==> src/rtl/fht_result_reader.sv <==
// fht_result_reader: streams the FHT core's four-bank result out as a single valid/ready word stream
module fht_result_reader #(
  parameter int D_BIT = 16,
  parameter int A_BIT = 8
) (
  input  logic               iCLK,
  input  logic               iRESET,
  input  logic               iSTART,
  output logic [A_BIT-1:0]   oADDR_RD_0,
  output logic [A_BIT-1:0]   oADDR_RD_1,
  output logic [A_BIT-1:0]   oADDR_RD_2,
  output logic [A_BIT-1:0]   oADDR_RD_3,
  input  logic [D_BIT-1:0]   iDATA_0,
  input  logic [D_BIT-1:0]   iDATA_1,
  input  logic [D_BIT-1:0]   iDATA_2,
  input  logic [D_BIT-1:0]   iDATA_3,
  output logic [D_BIT-1:0]   oDATA,
  output logic               oVALID,
  input  logic               iREADY,
  output logic [A_BIT+1:0]   oINDEX,
  output logic               oLAST,
  output logic               oBUSY,
  output logic               oDONE
);
  typedef enum logic [1:0] {IDLE, FETCH, LOAD, EMIT} state_t;
  state_t state, stateNext;
  logic startD;
  logic [A_BIT-1:0] addr, group;
  logic [1:0] beat;
  logic [D_BIT-1:0] bufWord [4];
  logic accept, groupEnd, lastGroup;
  assign accept = oVALID & iREADY;
  assign groupEnd = accept & (beat == 2'd3);
  assign lastGroup = group == {A_BIT{1'b1}};
  assign oVALID = state == EMIT;
  assign oBUSY = state != IDLE;
  assign oLAST = oVALID & lastGroup & (beat == 2'd3);
  assign oDATA = bufWord[beat];
  assign oINDEX = {group, beat};
  assign oADDR_RD_0 = addr;
  assign oADDR_RD_1 = addr;
  assign oADDR_RD_2 = addr;
  assign oADDR_RD_3 = addr;
  // next state: only a fresh rising start edge in IDLE launches a read-out
  always_comb begin
    stateNext = state;
    stateNext = state == IDLE  ? ((iSTART & !startD) ? FETCH : IDLE) :
                state == FETCH ? LOAD :
                state == LOAD  ? EMIT :
                (groupEnd & lastGroup) ? IDLE : EMIT;
  end
  // state register and start edge history
  always_ff @(posedge iCLK) begin
    if (iRESET) begin
      state <= IDLE;
      startD <= 1'b0;
    end else begin
      state <= stateNext;
      startD <= iSTART;
    end
  end
  // address, group buffer and beat counter; the next group is fetched while the current one drains
  always_ff @(posedge iCLK) begin
    if (iRESET) begin
      addr <= '0;
      group <= '0;
      beat <= 2'd0;
      bufWord <= '{default: '0};
      oDONE <= 1'b0;
    end else begin
      oDONE <= groupEnd & lastGroup;
      if (state == IDLE || state == FETCH) addr <= '0;
      if (state == LOAD) begin
        bufWord <= '{iDATA_0, iDATA_1, iDATA_2, iDATA_3};
        addr <= addr + 1'b1;
        group <= '0;
        beat <= 2'd0;
      end
      if (accept) beat <= beat + 2'd1;
      if (groupEnd) begin
        bufWord <= '{iDATA_0, iDATA_1, iDATA_2, iDATA_3};
        group <= group + 1'b1;
        addr <= lastGroup ? '0 : addr + 1'b1;
      end
    end
  end
endmodule

==> config.mk <==
export PLATFORM = sky130hd
export DESIGN_NAME = fht_result_reader
export DESIGN_NICKNAME = d
export VERILOG_FILES = /design/src/rtl/fht_result_reader.sv
export SDC_FILE = /design/constraint.sdc
export NUM_CORES = 1
export LEC_CHECK = 0
export ABC_AREA = 1
export BUFFER_PORTS_ARGS = -buffer_cell sky130_fd_sc_hd__buf_2
export CORE_MARGIN = 3
export CORE_UTILIZATION = 47
export CTS_BUF_LIST = sky130_fd_sc_hd__clkbuf_8
export DETAILED_ROUTE_END_ITERATION = 10
export PLACE_DENSITY_LB_ADDON = 0.15
export SYNTH_ARGS = -nofsm -noshare
export SYNTH_HDL_FRONTEND = slang
export SYNTH_SLANG_ARGS = --single-unit
==> constraint.sdc <==
create_clock -name iCLK -period 1.5 [get_ports iCLK]
set_input_delay 0.075 -clock iCLK [delete_from_list [all_inputs] [get_ports iCLK]]
set_output_delay 0.075 -clock iCLK [all_outputs]
set_load 0.05 [all_outputs]
# == Yosys cells after proc, flatten, opt, wreduce, memory -nomap -nowiden ==
# Cells that the tools add are included.
# op_classes
add_sub_neg,3
multipliers,0
div,0
order_cmp,1
eq_ne,5
shift,0
muxes,18
bitwise_logic,7
n_reduce_logical,7
# ops
op,n
two-way mux 64 bit,2
two-way mux 8 bit,6
binary-select mux 16 bit (select 2 bit),1
two-way mux 16 bit,2
adder 8 x 1 -> 8 bit (second input constant),2
two-way mux 2 bit,6
equality test 8 bit (second input constant),1
bitwise AND 1 bit,6
equality test 2 bit (second input constant),3
nonzero test 2 bit,3
greater-or-equal comparator 3 bit (second input constant),1
inverter 2 -> 3 bit,1
nonzero test 3 bit,1
adder 2 x 1 -> 2 bit (second input constant),1
equality test 2 x 1 -> 1 bit (second input constant),1
logical NOT 2 bit,1
logical NOT 1 bit,1
logical OR 1 bit,1
two-way mux 1 bit,1
# word_totals
reg_bits,86
latchBits,0
mem_bits_rw,0
rom_bits,0
in_bits,68
out_inout_bits,62
mem_count,0

# == Longest topological paths before layout ==
# Gate-level depths: netlist (run 1).
# depth
word_depth,8
ltp_mapped,9
mapped_depth_nobuf,8

# == Worst setup path after synthesis (run 1) ==
# Ideal clock, no wire load.
# synth_path
path_kind,reg2out
start,register beat[1]
end,output port oLAST
arrival_time_ns,2.668
t_required_ns,1.425
setup_slack_ns,-1.243
stages_incl_launch_ff,4
n_path_buf,0
cell_sequence,dfxtp_1 ha_1 inv_1 nor4_1
# synth_via
elab_chain_len,2
# synth_lines
element,line,text
"start, declared",29,logic [1:0] beat;
"start signal, assigned",79,if (accept) beat <= beat + 2'd1;
equality test 2 bit,37,assign oLAST = oVALID & lastGroup & (beat == 2'd3);
bitwise AND 1 bit,37,
"end, declared",21,"output logic oLAST,"
# Every way passes these cells.

# == Final worst setup path (run 1) ==
# layout_path
start,register beat[0]
end,output port oDATA[5]
# layout_via
elab_chain_len,4
# layout_lines
element,line,text
inverter 2 -> 3 bit (implied by the code),38,assign oDATA = bufWord[beat];
binary-select mux 16 bit (select 2 bit),38,
two-way mux 16 bit (implied by the code) (2 in a row),38,
"end, declared",17,"output logic [D_BIT-1:0] oDATA,"
# Every way passes these cells. The select of a mux whose other input is x is not followed.

==> out/metrics.cfg, run 1 <==
[outcome]
status=finished, violations left
violations=negative hold slack, negative setup slack

[job]
cap_violations=0

[timing]
maxSlewViolCount=0
clock.fmax_ghz=0.621
tightest_slew_ns=0.339
fin_ws_ns=-0.110
setup_viol=62
period_needed_ns=1.61
hold_slack_ns=-0.0117
hold_viol_final=7
slew_headroom_pct=77.3
fin_crit_sh_pct=107
finClkSkew_ns=0.0128
rsz0062_at_grt=yes

[cts]
clock_latency_ns=0.35
cts_max_level=3
numCtsBuffers=9
cts_tree=yes
clkTransAtPathRegs_ns=0.08
max-clock-path-buffers=2
cts-root-buf=clkbuf_8
cts.sink_count=86

[routing]
drcViolationCount=0
firstDrtPassIters=5
routed_wirelength_mm=13.9
wl_per_cell_um=16.7
vias=4587
drt_iter0_drc=338
final_antenna_net_count=0
viasPerCell=5.50

[yosys]
ys_seq_elements=86
yosys_warnings=0
yosysSeqAreaShare_pct=43.7
syn_inst=560
synth.distinct_cells=28
avgSynthCellArea_um2=7.04
netlist_area_um2=3940
synthesis.nets=631

[power_and_ir_drop]
ir_drop_uv=649
p_leak_nw=2.78
power-per-cell-area_nw_per_um2=908

[die]
fp-row-count=32
io-pin-count=130
die_h_um=97.6
core-area_um2=7930
dieArea_um2=9520
die_w_um=97.6
start_util_pct=49.7

[place]
place_hpwl_mm=7.56
place_congestion=0.885
io_buffers=129
placed_cell_area_um2=4740

[layout]
seq_area_um2=1750
multiInputGateArea_um2=2130
antenna_cells=0
area_delta_synth_final_pct=54.0
nets=798
fillers=544
final_util_pct=76.6
final_area_um2=6070
drive_gt1_share_pct=39.1

[worst_setup_path]
cp_top_family=buffers and inverters
crit_start=beat[0]
crit_type=reg -> out
worstPathArrival_ns=1.54
cpPeakStageDelay_ns=0.44
cp-end-kind=output port
critPathRequiredTime_ns=1.42
crit_fanout=8
path_cells=buf_12 -> clkbuf_16 -> nor2_2 -> o22ai_2 -> buf_6
cp.buffers_inverters=3
worstReg2RegStart=beat[1]
slowest_stage=dfxtp_4
critPathLaunchType=flip-flop

[global_route]
grt_pass1_vias=3768
track_usage_pct=22.8
grt_max_degree=76
antenna_found_initial=0
grt_overflow_total=0
grt_pass1_wl_mm=18.0

[hold_path]
hp-class=in -> reg
min_from=iDATA_3[12]

## registers in the layout (all words and copies together) (netlist names)
register	cells
oADDR_RD_0	8
beat	2
group	8
oDONE	1
startD	1
state	2
bufWord	64
## tightest hold or removal path, stage by stage
cell and delay (ns):
buf_2 0.07, o21ai_1 0.06, nor2_1 0.08
## routing by layer
layer | up-vias | wire, µm | global-route usage [%]
met5 | - | 0 | 0
met4 | 0 | 403 | 7.88
met3 | 41 | 1250 | 3.95
met2 | 247 | 6560 | 35.2
met1 | 2153 | 5700 | 32.1
li1 | 2146 | - | -
## final timing paths
check	endpoint	slack [ns]	depth (start not counted)
min reg2reg	bufWord[33]	0.48	2
min	bufWord[12]	-0.01	3
max	oDATA[5]	-0.11	5
max reg2reg	bufWord[41]	-0.07	9
## layout make-up
class / instances / share of cell area (%)
flip-flops and latches: 86 / 28.9
repair buffers: 212 / 29.3
multi-input cells: 394 / 35.0
well taps: 102 / 2.10
inverters: 24 / 1.69
clock inverters: 7 / 0.989
clock buffers: 9 / 2.04
## Yosys cell counts
| cell | instances | area share, % |
|---|---|---|
| a211oi_1 | 1 | 0.19 |
| a21oi_1 | 13 | 1.7 |
| a22oi_1 | 1 | 0.19 |
| a31oi_1 | 1 | 0.16 |
| buf_1 | 3 | 0.29 |
| buf_2 | 1 | 0.13 |
| buf_4 | 24 | 4.6 |
| buf_6 | 7 | 2.0 |
| clkbuf_1 | 18 | 1.7 |
| clkbuf_2 | 3 | 0.38 |
| dfxtp_1 | 86 | 44 |
| ha_1 | 3 | 0.95 |
| inv_1 | 23 | 2.2 |
| inv_2 | 1 | 0.095 |
| nand2_1 | 52 | 5.0 |
| nand3_1 | 10 | 1.3 |
| nand3_2 | 1 | 0.25 |
| nand4_1 | 2 | 0.32 |
| nor2_1 | 181 | 17 |
| nor2_2 | 3 | 0.48 |
| nor2_4 | 2 | 0.57 |
| nor2_8 | 1 | 0.51 |
| nor3_1 | 3 | 0.38 |
| nor4_1 | 1 | 0.16 |
| o21ai_0 | 101 | 13 |
| o21ai_1 | 1 | 0.13 |
| o22ai_1 | 16 | 2.5 |
| xor2_1 | 1 | 0.22 |
## repair_timing
action,4_1_cts,5_1_grt
hold endpoints to repair,37,1
hold buffers,37,1
setup buffers,2,10
pin swaps,2,24
endpoints found under the setup margin,23,69
gates resized for setup,57,134
gates cloned,0,13
## kinds of logic after synthesis
kind of cell    Yosys count  synth area share [%]
fa+ha+maj                 3                 0.952
compound gates          134                  17.7
flops                    86                  43.7
buf+inv                  80                  11.4
simple gates            256                  26.1
xor+xnor                  1                 0.222
## cell usage in the layout, fill, tap and decap left out, types with 19 or more instances in the layout
cell,instances
buf_4,19
buf_6,25
o21ai_2,24
dlygate4sd3_1,38
dfxtp_1,70
o21ai_1,46
nor2_1,158
nand2_1,49
o21ai_0,31
buf_2,111
inv_1,23
nor2_2,21
## power breakdown
group | switching [W] | internal, W
clock network | 0.000814 | 0.000752
logic | 0.000793 | 0.000580
registers | 0.000122 | 0.00245
total | 0.00173 | 0.00378
## stage by stage
step	total power, W	hold WS (ns)	TNS, ns	setup WS (ns)	cells
6_report	0.00551	-0.0117	-1.62	-0.110	834
5_1_grt	0.00572	-0.00172	-5.71	-0.151	834
4_1_cts	0.00525	0.0000798	-0.733	-0.0942	810
3_5_place_dp	0.00357	0.304	-0.0629	-0.0260	755
3_3_place_gp	0.00355	0.292	-0.00952	-0.00869	755
2_1_floorplan	0.00331	0.200	-0.288	-0.0429	560
Power figures use the tool's default switching activity.
==> run 2: changes to the inputs <==
--- a/config.mk
+++ b/config.mk
@@ -6,7 +6,7 @@
 export NUM_CORES = 1
 export LEC_CHECK = 0
 export ABC_AREA = 1
-export BUFFER_PORTS_ARGS = -buffer_cell sky130_fd_sc_hd__buf_2
+export BUFFER_PORTS_ARGS = -buffer_cell sky130_fd_sc_hd__buf_4
 export CORE_MARGIN = 3
 export CORE_UTILIZATION = 47
 export CTS_BUF_LIST = sky130_fd_sc_hd__clkbuf_8
==> run 2 against run 1 <==
Net effect:
- the flow finishes with violations (negative setup slack)
- critical path type unchanged
- die area unchanged
- via count down 2.9%
- clock power is 6% lower
- critical path depth increased by 1
- sequential share of layout area is 0.98 points lower
- cell area rose by 3.5%
- combinational power fell by 6%
- power shrank 3.2%
- hold slack improved by 0.013 ns
- count of clock-buffer cells in the layout is 1 higher
- non-clock buffer count increased by 7
- worst setup slack worse by 0.030 ns
==> out/metrics.cfg, run 2 (same netlist as run 1, synthesis figures left out) <==
[power_and_ir_drop]
ir_drop_uv=428  ; -34%
power-per-cell-area_nw_per_um2=849  ; -6.5%
p_leak_nw=2.73  ; -1.9%
power_w=0.00534  ; -3.2%

[timing]
tightest_slew_ns=0.354  ; +0.0149 ns
fin_ws_ns=-0.141  ; -0.0301 ns
slew_headroom_pct=76.3  ; -1.0 points
period_needed_ns=1.64  ; +0.0301 ns
maxSlewViolCount=0  ; unchanged
rsz0062_at_grt=yes
clock.fmax_ghz=0.610  ; -1.8%
finClkSkew_ns=0.00992  ; -0.00290 ns
fin_crit_sh_pct=109  ; +2.0 points
hold_viol_final=0  ; -7
setup_viol=17  ; -73%

[place]
place_congestion=0.873  ; -1.4%
pre_cts_ws_ns=0.0394  ; +0.0654 ns
io_buffers=129  ; unchanged
place_hpwl_mm=7.99  ; +5.6%
placed_cells=761  ; +0.79%

[global_route]
antenna_found_initial=0  ; unchanged
grt_pass1_vias=4094  ; +8.7%
grt_overflow_total=0  ; unchanged
grt_max_degree=66  ; -13%
track_usage_pct=24.5  ; +1.7 points
grt_pass1_wl_mm=19.1  ; +6.1%

[routing]
drt_iter0_drc=301  ; -11%
vias=4452  ; -2.9%
final_antenna_net_count=0  ; unchanged
firstDrtPassIters=5  ; unchanged
viasPerCell=5.29  ; -3.8%
drcViolationCount=0  ; unchanged
wl_per_cell_um=15.6  ; -6.8%
routed_wirelength_mm=13.1  ; -6.0%

[cts]
cts_tree=yes
cts.sink_count=86  ; unchanged
clkTransAtPathRegs_ns=0.08  ; about the same
cts-root-buf=clkbuf_8
cts_max_level=3  ; unchanged
max-clock-path-buffers=2  ; unchanged
numCtsBuffers=9  ; unchanged
clock_latency_ns=0.35  ; about the same

[layout]
multiInputGateArea_um2=2110  ; -0.88%
final_common_cell=nor2_1
most-common-layout-cells=178 x nor2_1, 135 x buf_4, 70 x dfxtp_1, 69 x o21ai_0, 51 x dlygate4sd3_1
seq_area_um2=1750  ; unchanged
antenna_cells=0  ; unchanged
final_util_pct=79.3  ; +2.7 points
nets=805  ; +0.88%
area_delta_synth_final_pct=59.4
fin_cells=841  ; +0.84%
drive_gt1_share_pct=34.5  ; -4.6 points
fillers=537  ; -1.3%
largest-register=bufWord
largest_reg_flops=64  ; unchanged

[worst_setup_path]
cp_top_family=simple AND/OR/NAND/NOR gates
cp.buffers_inverters=2  ; -1
crit_type=reg -> out
critPathLaunchType=flip-flop
cpPeakStageDelay_ns=0.38  ; -0.06 ns
cp-end-kind=output port
path_cells=ha_4 -> nand2_4 -> inv_2 -> nand2_2 -> nor4_4 -> buf_6
worstPathArrival_ns=1.57  ; +0.03 ns
critPathRequiredTime_ns=1.42  ; about the same
crit_fanout=3  ; -5
slowest_stage=dfxtp_4

[outcome]
violations=negative setup slack
status=finished, violations left

[die]
start_util_pct=49.7  ; unchanged
fp-row-count=32  ; unchanged
die_w_um=97.6  ; unchanged
io-pin-count=130  ; unchanged
die_h_um=97.6  ; unchanged
core-area_um2=7930  ; unchanged
dieArea_um2=9520  ; unchanged

[job]
cap_violations=0  ; unchanged

[hold_path]
hp-class=in -> reg

==> run 2: cell types whose count changed in the layout (fill, tap and decap cells not counted), sizes merged <==
cell / previous run / this run
buf: 167 / 164
bufinv: 1 / 0
clkbuf: 16 / 14
clkinvlp: 0 / 3
dlygate4sd3: 38 / 51
inv: 28 / 25
==> run 2: layout make-up <==
class                      instances  area share (%)
tap                              102            2.03
multi-input combinational        394            33.5
sequential                        86            27.9
clock buffer                      10            2.19
clock inverter                     6           0.597
inverter                          24            1.63
timing repair buffer             219            32.1
==> run 2: layer usage <==
layer,global-route usage (%),vias to the layer above,wire length [µm]
li1,-,2153,-
met1,30.9,2086,5550
met2,41.2,191,6340
met3,4.88,22,939
met4,9.27,0,250
met5,0,-,0
==> run 2: repair_timing <==
action / in CTS / in global routing
endpoints found under the setup margin: 17 / 58
gates cloned: 0 / 5
pin swaps: 3 / 17
hold endpoints to repair: 56 / 2
gates resized for setup: 38 / 74
hold buffers: 49 / 2
setup buffers: 0 / 8
==> run 2: worst paths after layout <==
kind | from | to | slack [ns] | cells after the start
hold / removal | iDATA_1[15] | bufWord[47] | 0.001 | 3
setup reg to reg | beat[0] | bufWord[52] | 0.07 | 8
setup / recovery | group[1] | oLAST | -0.14 | 6
hold reg to reg | group[5] | group[5] | 0.49 | 2
==> run 2: power breakdown <==
group,leakage (nW),internal (W),switching [W]
logic,1.93,0.000572,0.000714
clock network,0.0860,0.000639,0.000834
registers,0.711,0.00245,0.000128
total,2.73,0.00366,0.00168
==> run 2: stage by stage <==
stage | TNS (ns) | hold slack (ns) | area [µm²]
after floorplan | -0.288 | 0.200 | 4100
after global placement | 0 | 0.294 | 5110
after detailed placement | 0 | 0.302 | 5110
after CTS | -0.669 | 0.00109 | 5860
after global routing | -1.90 | -0.00280 | 6290
final | -0.991 | 0.00112 | 6290
==> run 2: tightest hold or removal path: stages <==
cell and delay [ns]:
buf_4 0.08, o21ai_0 0.08, nor2_1 0.08
